## src/rtl/rect_label_stream.sv

```systemverilog
// Single-pass connected-component labeller over a raster stream of binarised cells.
// Streams one scaled bounding rectangle per surviving label, then pulses o_done.
module rect_label_stream #(
    parameter int GRID_W   = 8,
    parameter int GRID_H   = 6,
    parameter int COORD_W  = 6,
    parameter int NUM_RECT = 8,
    parameter int ID_W     = 3,
    parameter int OUT_W    = 8,
    parameter int SCALE_SH = 2,
    parameter int X_OFF    = 28,
    parameter int Y_OFF    = 0
) (
    input  logic               sys_clk,
    input  logic               sys_rst_n,
    input  logic               i_frame_start,
    input  logic [COORD_W-1:0] i_smin,
    input  logic               i_valid,
    output logic               o_ready,
    input  logic               i_wb,
    output logic               o_rect_valid,
    input  logic               i_rect_ready,
    output logic [OUT_W-1:0]   o_rect_x1,
    output logic [OUT_W-1:0]   o_rect_y1,
    output logic [OUT_W-1:0]   o_rect_x2,
    output logic [OUT_W-1:0]   o_rect_y2,
    output logic [ID_W-1:0]    o_rect_id,
    output logic               o_done,
    output logic               o_busy,
    output logic               o_overflow
);

    localparam int NSLOT = NUM_RECT - 1;
    localparam int XI_W  = (GRID_W > 1) ? $clog2(GRID_W) : 1;

    typedef enum logic [1:0] {T_IDLE, T_LABEL, T_EMIT} top_t;
    typedef enum logic [1:0] {C_ACCEPT, C_CLASSIFY, C_UPDATE, C_MERGE} cell_t;
    typedef enum logic [2:0] {K_BLACK, K_NONE, K_UP, K_LEFT, K_BOTH} kind_t;

    top_t  top_q, top_d;
    cell_t cell_q, cell_d;
    kind_t kind_q, kind_d;

    logic [COORD_W-1:0] x_q, x_d, y_q, y_d;
    logic [ID_W-1:0]    prev_q, prev_d;
    logic               wb_q, wb_d;
    logic [ID_W-1:0]    up_q, up_d, left_q, left_d;
    logic [ID_W-1:0]    lb_q [GRID_W];
    logic [ID_W-1:0]    lb_d [GRID_W];
    logic [ID_W-1:0]    stk_q [NSLOT];
    logic [ID_W-1:0]    stk_d [NSLOT];
    logic [ID_W-1:0]    sp_q, sp_d;
    logic [COORD_W-1:0] bx0_q [NUM_RECT];
    logic [COORD_W-1:0] bx0_d [NUM_RECT];
    logic [COORD_W-1:0] bx1_q [NUM_RECT];
    logic [COORD_W-1:0] bx1_d [NUM_RECT];
    logic [COORD_W-1:0] by0_q [NUM_RECT];
    logic [COORD_W-1:0] by0_d [NUM_RECT];
    logic [COORD_W-1:0] by1_q [NUM_RECT];
    logic [COORD_W-1:0] by1_d [NUM_RECT];
    logic [NUM_RECT-1:0] bval_q, bval_d;
    logic [ID_W:0]      scan_q, scan_d;
    logic [COORD_W-1:0] smin_q, smin_d;
    logic               rv_q, rv_d, done_q, done_d, ovf_q, ovf_d;
    logic [OUT_W-1:0]   rx1_q, rx1_d, ry1_q, ry1_d, rx2_q, rx2_d, ry2_q, ry2_d;
    logic [ID_W-1:0]    rid_q, rid_d;

    logic [XI_W-1:0]    xi;
    logic [ID_W-1:0]    cur_up, cur_left, lab, sp_top, sid;
    logic [COORD_W:0]   wid, hgt;
    logic               adv, clr_tab;

    function automatic logic [COORD_W-1:0] cmin(input logic [COORD_W-1:0] a, input logic [COORD_W-1:0] b);
        return (a < b) ? a : b;
    endfunction

    function automatic logic [COORD_W-1:0] cmax(input logic [COORD_W-1:0] a, input logic [COORD_W-1:0] b);
        return (a > b) ? a : b;
    endfunction

    function automatic logic [OUT_W-1:0] scale(input logic [COORD_W-1:0] c, input logic inc,
                                               input logic [OUT_W-1:0] off);
        logic [OUT_W-1:0] v;
        v = OUT_W'(c) + OUT_W'(inc);
        return (v << SCALE_SH) + off;
    endfunction

    assign o_ready      = (top_q == T_LABEL) && (cell_q == C_ACCEPT);
    assign o_busy       = (top_q != T_IDLE);
    assign o_rect_valid = rv_q;
    assign o_rect_x1    = rx1_q;
    assign o_rect_y1    = ry1_q;
    assign o_rect_x2    = rx2_q;
    assign o_rect_y2    = ry2_q;
    assign o_rect_id    = rid_q;
    assign o_done       = done_q;
    assign o_overflow   = ovf_q;

    always_comb begin
        top_d   = top_q;
        cell_d  = cell_q;
        kind_d  = kind_q;
        x_d     = x_q;
        y_d     = y_q;
        prev_d  = prev_q;
        wb_d    = wb_q;
        up_d    = up_q;
        left_d  = left_q;
        lb_d    = lb_q;
        stk_d   = stk_q;
        sp_d    = sp_q;
        bx0_d   = bx0_q;
        bx1_d   = bx1_q;
        by0_d   = by0_q;
        by1_d   = by1_q;
        bval_d  = bval_q;
        scan_d  = scan_q;
        smin_d  = smin_q;
        rv_d    = rv_q;
        done_d  = 1'b0;
        ovf_d   = ovf_q;
        rx1_d   = rx1_q;
        ry1_d   = ry1_q;
        rx2_d   = rx2_q;
        ry2_d   = ry2_q;
        rid_d   = rid_q;
        xi      = x_q[XI_W-1:0];
        cur_up  = lb_q[x_q[XI_W-1:0]];
        cur_left = (x_q == '0) ? '0 : prev_q;
        lab     = '0;
        sp_top  = sp_q - 1'b1;
        sid     = scan_q[ID_W-1:0];
        wid     = {1'b0, bx1_q[scan_q[ID_W-1:0]]} - {1'b0, bx0_q[scan_q[ID_W-1:0]]} + (COORD_W+1)'(1);
        hgt     = {1'b0, by1_q[scan_q[ID_W-1:0]]} - {1'b0, by0_q[scan_q[ID_W-1:0]]} + (COORD_W+1)'(1);
        adv     = 1'b0;
        clr_tab = 1'b0;

        case (top_q)
            T_LABEL: begin
                case (cell_q)
                    C_ACCEPT: begin
                        if (i_valid) begin
                            wb_d   = i_wb;
                            cell_d = C_CLASSIFY;
                        end
                    end
                    C_CLASSIFY: begin
                        up_d   = cur_up;
                        left_d = cur_left;
                        if (!wb_q)                                   kind_d = K_BLACK;
                        else if (cur_up == '0 && cur_left == '0)     kind_d = K_NONE;
                        else if (cur_left == '0 || cur_left == cur_up) kind_d = K_UP;
                        else if (cur_up == '0)                       kind_d = K_LEFT;
                        else                                         kind_d = K_BOTH;
                        cell_d = C_UPDATE;
                    end
                    C_UPDATE: begin
                        case (kind_q)
                            K_NONE: begin
                                if (sp_q == '0) begin
                                    ovf_d = 1'b1;
                                end else begin
                                    lab         = stk_q[sp_top];
                                    sp_d        = sp_top;
                                    bx0_d[lab]  = x_q;
                                    bx1_d[lab]  = x_q;
                                    by0_d[lab]  = y_q;
                                    by1_d[lab]  = y_q;
                                    bval_d[lab] = 1'b1;
                                end
                            end
                            K_UP, K_LEFT: begin
                                lab        = (kind_q == K_UP) ? up_q : left_q;
                                bx0_d[lab] = cmin(bx0_q[lab], x_q);
                                bx1_d[lab] = cmax(bx1_q[lab], x_q);
                                by0_d[lab] = cmin(by0_q[lab], y_q);
                                by1_d[lab] = cmax(by1_q[lab], y_q);
                            end
                            K_BOTH: begin
                                lab         = up_q;
                                bx0_d[up_q] = cmin(cmin(bx0_q[up_q], bx0_q[left_q]), x_q);
                                bx1_d[up_q] = cmax(cmax(bx1_q[up_q], bx1_q[left_q]), x_q);
                                by0_d[up_q] = cmin(cmin(by0_q[up_q], by0_q[left_q]), y_q);
                                by1_d[up_q] = cmax(cmax(by1_q[up_q], by1_q[left_q]), y_q);
                                stk_d[sp_q] = left_q;
                                sp_d        = sp_q + 1'b1;
                            end
                            default: lab = '0;
                        endcase
                        lb_d[xi] = lab;
                        prev_d   = lab;
                        if (kind_q == K_BOTH) cell_d = C_MERGE;
                        else                  adv    = 1'b1;
                    end
                    C_MERGE: begin
                        bx0_d[left_q]  = '0;
                        bx1_d[left_q]  = '0;
                        by0_d[left_q]  = '0;
                        by1_d[left_q]  = '0;
                        bval_d[left_q] = 1'b0;
                        for (int unsigned i = 0; i < GRID_W; i++) begin
                            if (lb_q[i] == left_q) lb_d[i] = up_q;
                        end
                        adv = 1'b1;
                    end
                    default: cell_d = C_ACCEPT;
                endcase

                if (adv) begin
                    cell_d = C_ACCEPT;
                    if (x_q == COORD_W'(GRID_W - 1)) begin
                        x_d = '0;
                        if (y_q == COORD_W'(GRID_H - 1)) begin
                            y_d    = '0;
                            top_d  = T_EMIT;
                            smin_d = i_smin;
                            scan_d = (ID_W+1)'(1);
                        end else begin
                            y_d = y_q + 1'b1;
                        end
                    end else begin
                        x_d = x_q + 1'b1;
                    end
                end
            end
            T_EMIT: begin
                // A pending rectangle stalls the scan; acceptance and the next load share a cycle.
                if (!rv_q || i_rect_ready) begin
                    rv_d = 1'b0;
                    if (scan_q == (ID_W+1)'(NUM_RECT)) begin
                        top_d   = T_IDLE;
                        done_d  = 1'b1;
                        clr_tab = 1'b1;
                    end else begin
                        if (bval_q[sid] && wid >= {1'b0, smin_q} && hgt >= {1'b0, smin_q}) begin
                            rv_d  = 1'b1;
                            rid_d = sid;
                            rx1_d = scale(bx0_q[sid], 1'b0, OUT_W'(X_OFF));
                            ry1_d = scale(by0_q[sid], 1'b0, OUT_W'(Y_OFF));
                            rx2_d = scale(bx1_q[sid], 1'b1, OUT_W'(X_OFF));
                            ry2_d = scale(by1_q[sid], 1'b1, OUT_W'(Y_OFF));
                        end
                        scan_d = scan_q + 1'b1;
                    end
                end
            end
            default: top_d = T_IDLE;
        endcase

        if (i_frame_start) begin
            top_d   = T_LABEL;
            cell_d  = C_ACCEPT;
            x_d     = '0;
            y_d     = '0;
            prev_d  = '0;
            rv_d    = 1'b0;
            ovf_d   = 1'b0;
            done_d  = 1'b0;
            clr_tab = 1'b1;
            for (int unsigned i = 0; i < GRID_W; i++) lb_d[i] = '0;
        end

        if (clr_tab) begin
            sp_d   = ID_W'(NSLOT);
            bval_d = '0;
            for (int unsigned i = 0; i < NSLOT; i++) stk_d[i] = ID_W'(NUM_RECT - 1 - i);
            for (int unsigned i = 0; i < NUM_RECT; i++) begin
                bx0_d[i] = '0;
                bx1_d[i] = '0;
                by0_d[i] = '0;
                by1_d[i] = '0;
            end
        end
    end

    always_ff @(posedge sys_clk or negedge sys_rst_n) begin
        if (!sys_rst_n) begin
            top_q  <= T_IDLE;
            cell_q <= C_ACCEPT;
            kind_q <= K_BLACK;
            x_q    <= '0;
            y_q    <= '0;
            prev_q <= '0;
            wb_q   <= 1'b0;
            up_q   <= '0;
            left_q <= '0;
            sp_q   <= ID_W'(NSLOT);
            bval_q <= '0;
            scan_q <= '0;
            smin_q <= '0;
            rv_q   <= 1'b0;
            done_q <= 1'b0;
            ovf_q  <= 1'b0;
            rx1_q  <= '0;
            ry1_q  <= '0;
            rx2_q  <= '0;
            ry2_q  <= '0;
            rid_q  <= '0;
            for (int unsigned i = 0; i < GRID_W; i++) lb_q[i] <= '0;
            for (int unsigned i = 0; i < NSLOT; i++) stk_q[i] <= ID_W'(NUM_RECT - 1 - i);
            for (int unsigned i = 0; i < NUM_RECT; i++) begin
                bx0_q[i] <= '0;
                bx1_q[i] <= '0;
                by0_q[i] <= '0;
                by1_q[i] <= '0;
            end
        end else begin
            top_q  <= top_d;
            cell_q <= cell_d;
            kind_q <= kind_d;
            x_q    <= x_d;
            y_q    <= y_d;
            prev_q <= prev_d;
            wb_q   <= wb_d;
            up_q   <= up_d;
            left_q <= left_d;
            lb_q   <= lb_d;
            stk_q  <= stk_d;
            sp_q   <= sp_d;
            bx0_q  <= bx0_d;
            bx1_q  <= bx1_d;
            by0_q  <= by0_d;
            by1_q  <= by1_d;
            bval_q <= bval_d;
            scan_q <= scan_d;
            smin_q <= smin_d;
            rv_q   <= rv_d;
            done_q <= done_d;
            ovf_q  <= ovf_d;
            rx1_q  <= rx1_d;
            ry1_q  <= ry1_d;
            rx2_q  <= rx2_d;
            ry2_q  <= ry2_d;
            rid_q  <= rid_d;
        end
    end

endmodule

```

## config.mk

```make
export PLATFORM = sky130hd
export DESIGN_NAME = rect_label_stream
export DESIGN_NICKNAME = d
export VERILOG_FILES = /design/src/rtl/rect_label_stream.sv
export SDC_FILE = /design/constraint.sdc
export NUM_CORES = 2
export LEC_CHECK = 0
export BUFFER_PORTS_ARGS = -buffer_cell sky130_fd_sc_hd__buf_2
export CAP_MARGIN = 15
export CORE_MARGIN = 1.5
export CORE_UTILIZATION = 25
export DETAILED_ROUTE_END_ITERATION = 7
export GPL_TIMING_DRIVEN = 0
export PLACE_DENSITY = 0.42
export SYNTH_ARGS = -nofsm -noshare
export SYNTH_HDL_FRONTEND = slang
export SYNTH_SLANG_ARGS = --single-unit
```

## constraint.sdc

```tcl
create_clock -name sys_clk -period 13.6 [get_ports sys_clk]
set_input_delay 2.04 -clock sys_clk [delete_from_list [all_inputs] [get_ports sys_clk]]
set_output_delay 2.04 -clock sys_clk [all_outputs]
set_load 0.05 [all_outputs]
```

==> impl_metrics.toml <==
[critical_path]
reg2reg_depth = 22
crit_required_ns = 14.13
cp_common_cell = "buf_2"
worstPathCellList = "buf_2 -> buf_2 -> buf_2 -> buf_2 -> buf_2 -> a21oi_1 -> o21ai_0 -> a22oi_1 -> ha_1 -> and4_1 -> nand2_1 -> o21bai_1 -> mux2i_1 -> ha_1 -> a21o_1 -> a21o_1 -> a21oi_1 -> o21a_1 -> a41oi_2 -> mux2i_1 -> nor3_1 -> a221o_1"
cp.arrival_ns = 11.27
cp_max_fo = 12
rr_endpoint = "by0_q[5]"
path_class = "flop to flop"
r2r-start = "left_q[1]"
critical-path-slowest-cell = "o21bai_1"
r2r_setup_slack_ns = 2.86
worst_setup_path_end_kind = "flop"
cpPeakStageDelay_ns = 1.07
crit_path_start_kind = "flop"

[floorplanning]
start_util_pct = 25.2
floorplan.die.height_um = 345
die-area_um2 = 119000
core_um2 = 116000
fp.dieW_um = 345
ios = 52
fp-row-count = 125

[grt]
grt_first_pass_wirelength_um = 349000
grt_antenna_before_repair = 46
grt_max_degree = 99
grtUsageTotal_pct = 45.2
first_global_vias = 32500
overflow = 0

[outcome]
violations = "max-capacitance violations, max-slew violations"
status = "finished with violations"

[place]
hpwlAfterDp_um = 209000
io_buffers = 43
placed_area_um2 = 33200
gp_congestion = 1.09

[clock_network]
cts_tree = "built"
cts_made_buffers = 50
clock_sinks = 317
cts_max_level = 2
cts.clk_slew.worst_paths_ns = 0.06
clockBufferDepth = 3
post_cts_buffers = 0
cts-root-buf = "clkbuf_16"
cts_resized = 0
cts_hold_buf = 0
worstSkewPairLatency_ns = 0.69

[detailed_routing]
routed_via_density = 6.86
first_pass_iters = 7
routedWlPerCell_um = 52.9
drc = 0
vias = 35600
drtIter0Drc = 5914
final_antenna_net_count = 0
drt_wl_total_um = 275000

[yosys]
yosysSeqAreaShare_pct = 27.2
ys_ff_latch = 317
syn_area_um2 = 29200
async_reset_ff_share_pct = 100
syn_avg_cell_area_um2 = 8.61
ys.flop_type = "dfrtp_1"
ys_types = 95
syn_inst = 3390
synth_edf_count = 0
synth_warnings = 0

[sta]
rsz0062_at_grt = "no"
drv_slew = 10
fmax_ghz = 0.0931
tightest_slew_ns = 1.58
slew_headroom_pct = -5.78
setup_viol = 0
fin_worst_skew_ns = 0.0453
fin_crit_ns = 10.74
fin_tns_setup_ns = 0
hold_viol = 0
timing.final.crit_share_pct = 79.0

[finish]
area_growth_pct = 20.0
fin_nets = 3735
fin_area_um2 = 35100
final_common_cell = "nand2_1"
drive_gt1_share_pct = 18.6
layout_common_cells = "nand2_1, dfrtp_1, o21ai_0"

[hold_path]
whs_endpoint = "o_rect_y2[3]"
min_from = "o_rect_y2[3]"
hold_path.class = "flop to flop"
min_path_cells = 1

[pwr]
power.density_nw_per_um2 = 192
p_leak_nw = 14.1
peakVddDrop_mv = 0.131

[run]
drv_cap = 1
==> per-layer routing <==
metal	vias to the layer above	global-route usage (%)	routed length, µm
met5	-	0	124
met4	16	33.9	24600
met3	850	17.9	34600
met2	3089	62.9	109000
met1	18100	55.8	106000
li1	13500	-	-
==> report_power, final <==
group          internal [mW]  switching (mW)
Clock                  0.843           0.595
Combinational           1.08            3.02
Sequential              1.03           0.172
Total                   2.95            3.79
==> registers in the layout, summed over array words and instances, names as in the netlist, 8 cells and up <==
name,flops
bx1_q,48
bval_q,8
lb_q,24
by0_q,48
by1_q,48
stk_q,21
bx0_q,48
==> final cells by class <==
cell class | instances | area, µm²
antenna | 24 | 60.1
fill | 12400 | 81000
inverter | 112 | 420
tap | 1524 | 1910
clock inverter | 21 | 253
timing repair buffer | 154 | 1870
sequential | 317 | 7950
buffer | 269 | 1210
clock buffer | 70 | 1470
multi-input combinational | 2699 | 19900
==> synth_stat cells (21+ instances only) <==
cell type / n / share of area (%)
a221o_1: 49 / 1.7
clkbuf_1: 167 / 2.1
dfrtp_1: 302 / 26
mux4_2: 85 / 6.6
o22ai_1: 51 / 1.1
nand2_1: 370 / 4.8
nand3_1: 67 / 1.1
buf_2: 51 / 0.87
a211oi_1: 41 / 1.1
o21ai_0: 247 / 4.2
mux2i_1: 154 / 5.3
buf_1: 31 / 0.40
inv_1: 108 / 1.4
a21oi_1: 230 / 3.9
xor2_1: 29 / 0.87
o221ai_1: 38 / 1.1
nor2b_1: 31 / 0.66
nor2_1: 243 / 3.1
and2_1: 21 / 0.45
a22o_1: 33 / 0.99
mux2_2: 129 / 5.0
a221oi_1: 58 / 1.7
nor3_1: 59 / 1.0
a22oi_1: 75 / 1.9
a222oi_1: 24 / 0.82
ha_1: 118 / 5.1
a21o_1: 33 / 0.85
o31ai_1: 33 / 0.85
o211ai_1: 55 / 1.4
xnor2_1: 22 / 0.66
a31oi_1: 49 / 1.0
==> cell families after synthesis <==
group | Yosys count | synth area share, %
AO/OA/AOI/OAI | 1210 | 28.6
XOR/XNOR | 51 | 1.53
adder cells (fa/ha/maj) | 120 | 5.19
buffers and inverters | 381 | 5.45
flip-flops | 317 | 27.2
multiplexers | 381 | 17.5
other | 1 | 0.0128
AND/OR/NAND/NOR | 929 | 14.5
==> through the flow <==
step / worst slack, ns / hold WS, ns / instances / util (%) / power [mW]
6_report: 2.86 / 0.496 / 5190 / 30.2 / 6.74
5_1_grt: 3.19 / 0.519 / 5167 / 30.2 / 6.74
4_1_cts: 3.49 / 0.501 / 5159 / 30.1 / 6.46
3_5_place_dp: 3.56 / 0.489 / 5068 / 28.6 / 5.01
3_3_place_gp: 2.62 / 0.485 / 4964 / 27.0 / 4.88
2_1_floorplan: 8.16 / 0.486 / 3397 / - / 2.99
==> critical path, delay by kind of cell, from the launching register on <==
family | cells | cell delay [ns]
adder cells (fa/ha/maj) | 2 | 0.71
flip-flops | 1 | 0.41
multiplexers | 2 | 1.97
AND/OR/NAND/NOR | 3 | 0.70
AO/OA/AOI/OAI | 10 | 3.28
buffers and inverters | 5 | 3.42
==> worst max path at each step <==
stage	from	end	slack, ns	cells past startpoint
3_3_place_gp	sys_rst_n	by1_q[28]	2.62	1
4_1_cts	left_q[1]	by0_q[5]	3.49	22
5_1_grt	left_q[1]	by0_q[5]	3.19	22
6_report	left_q[1]	by0_q[5]	2.86	22
3_5_place_dp	left_q[1]	by0_q[5]	3.56	22
2_1_floorplan	up_q[2]	by1_q[10]	8.16	23
Note: power is estimated with default switching activity, not from simulation.
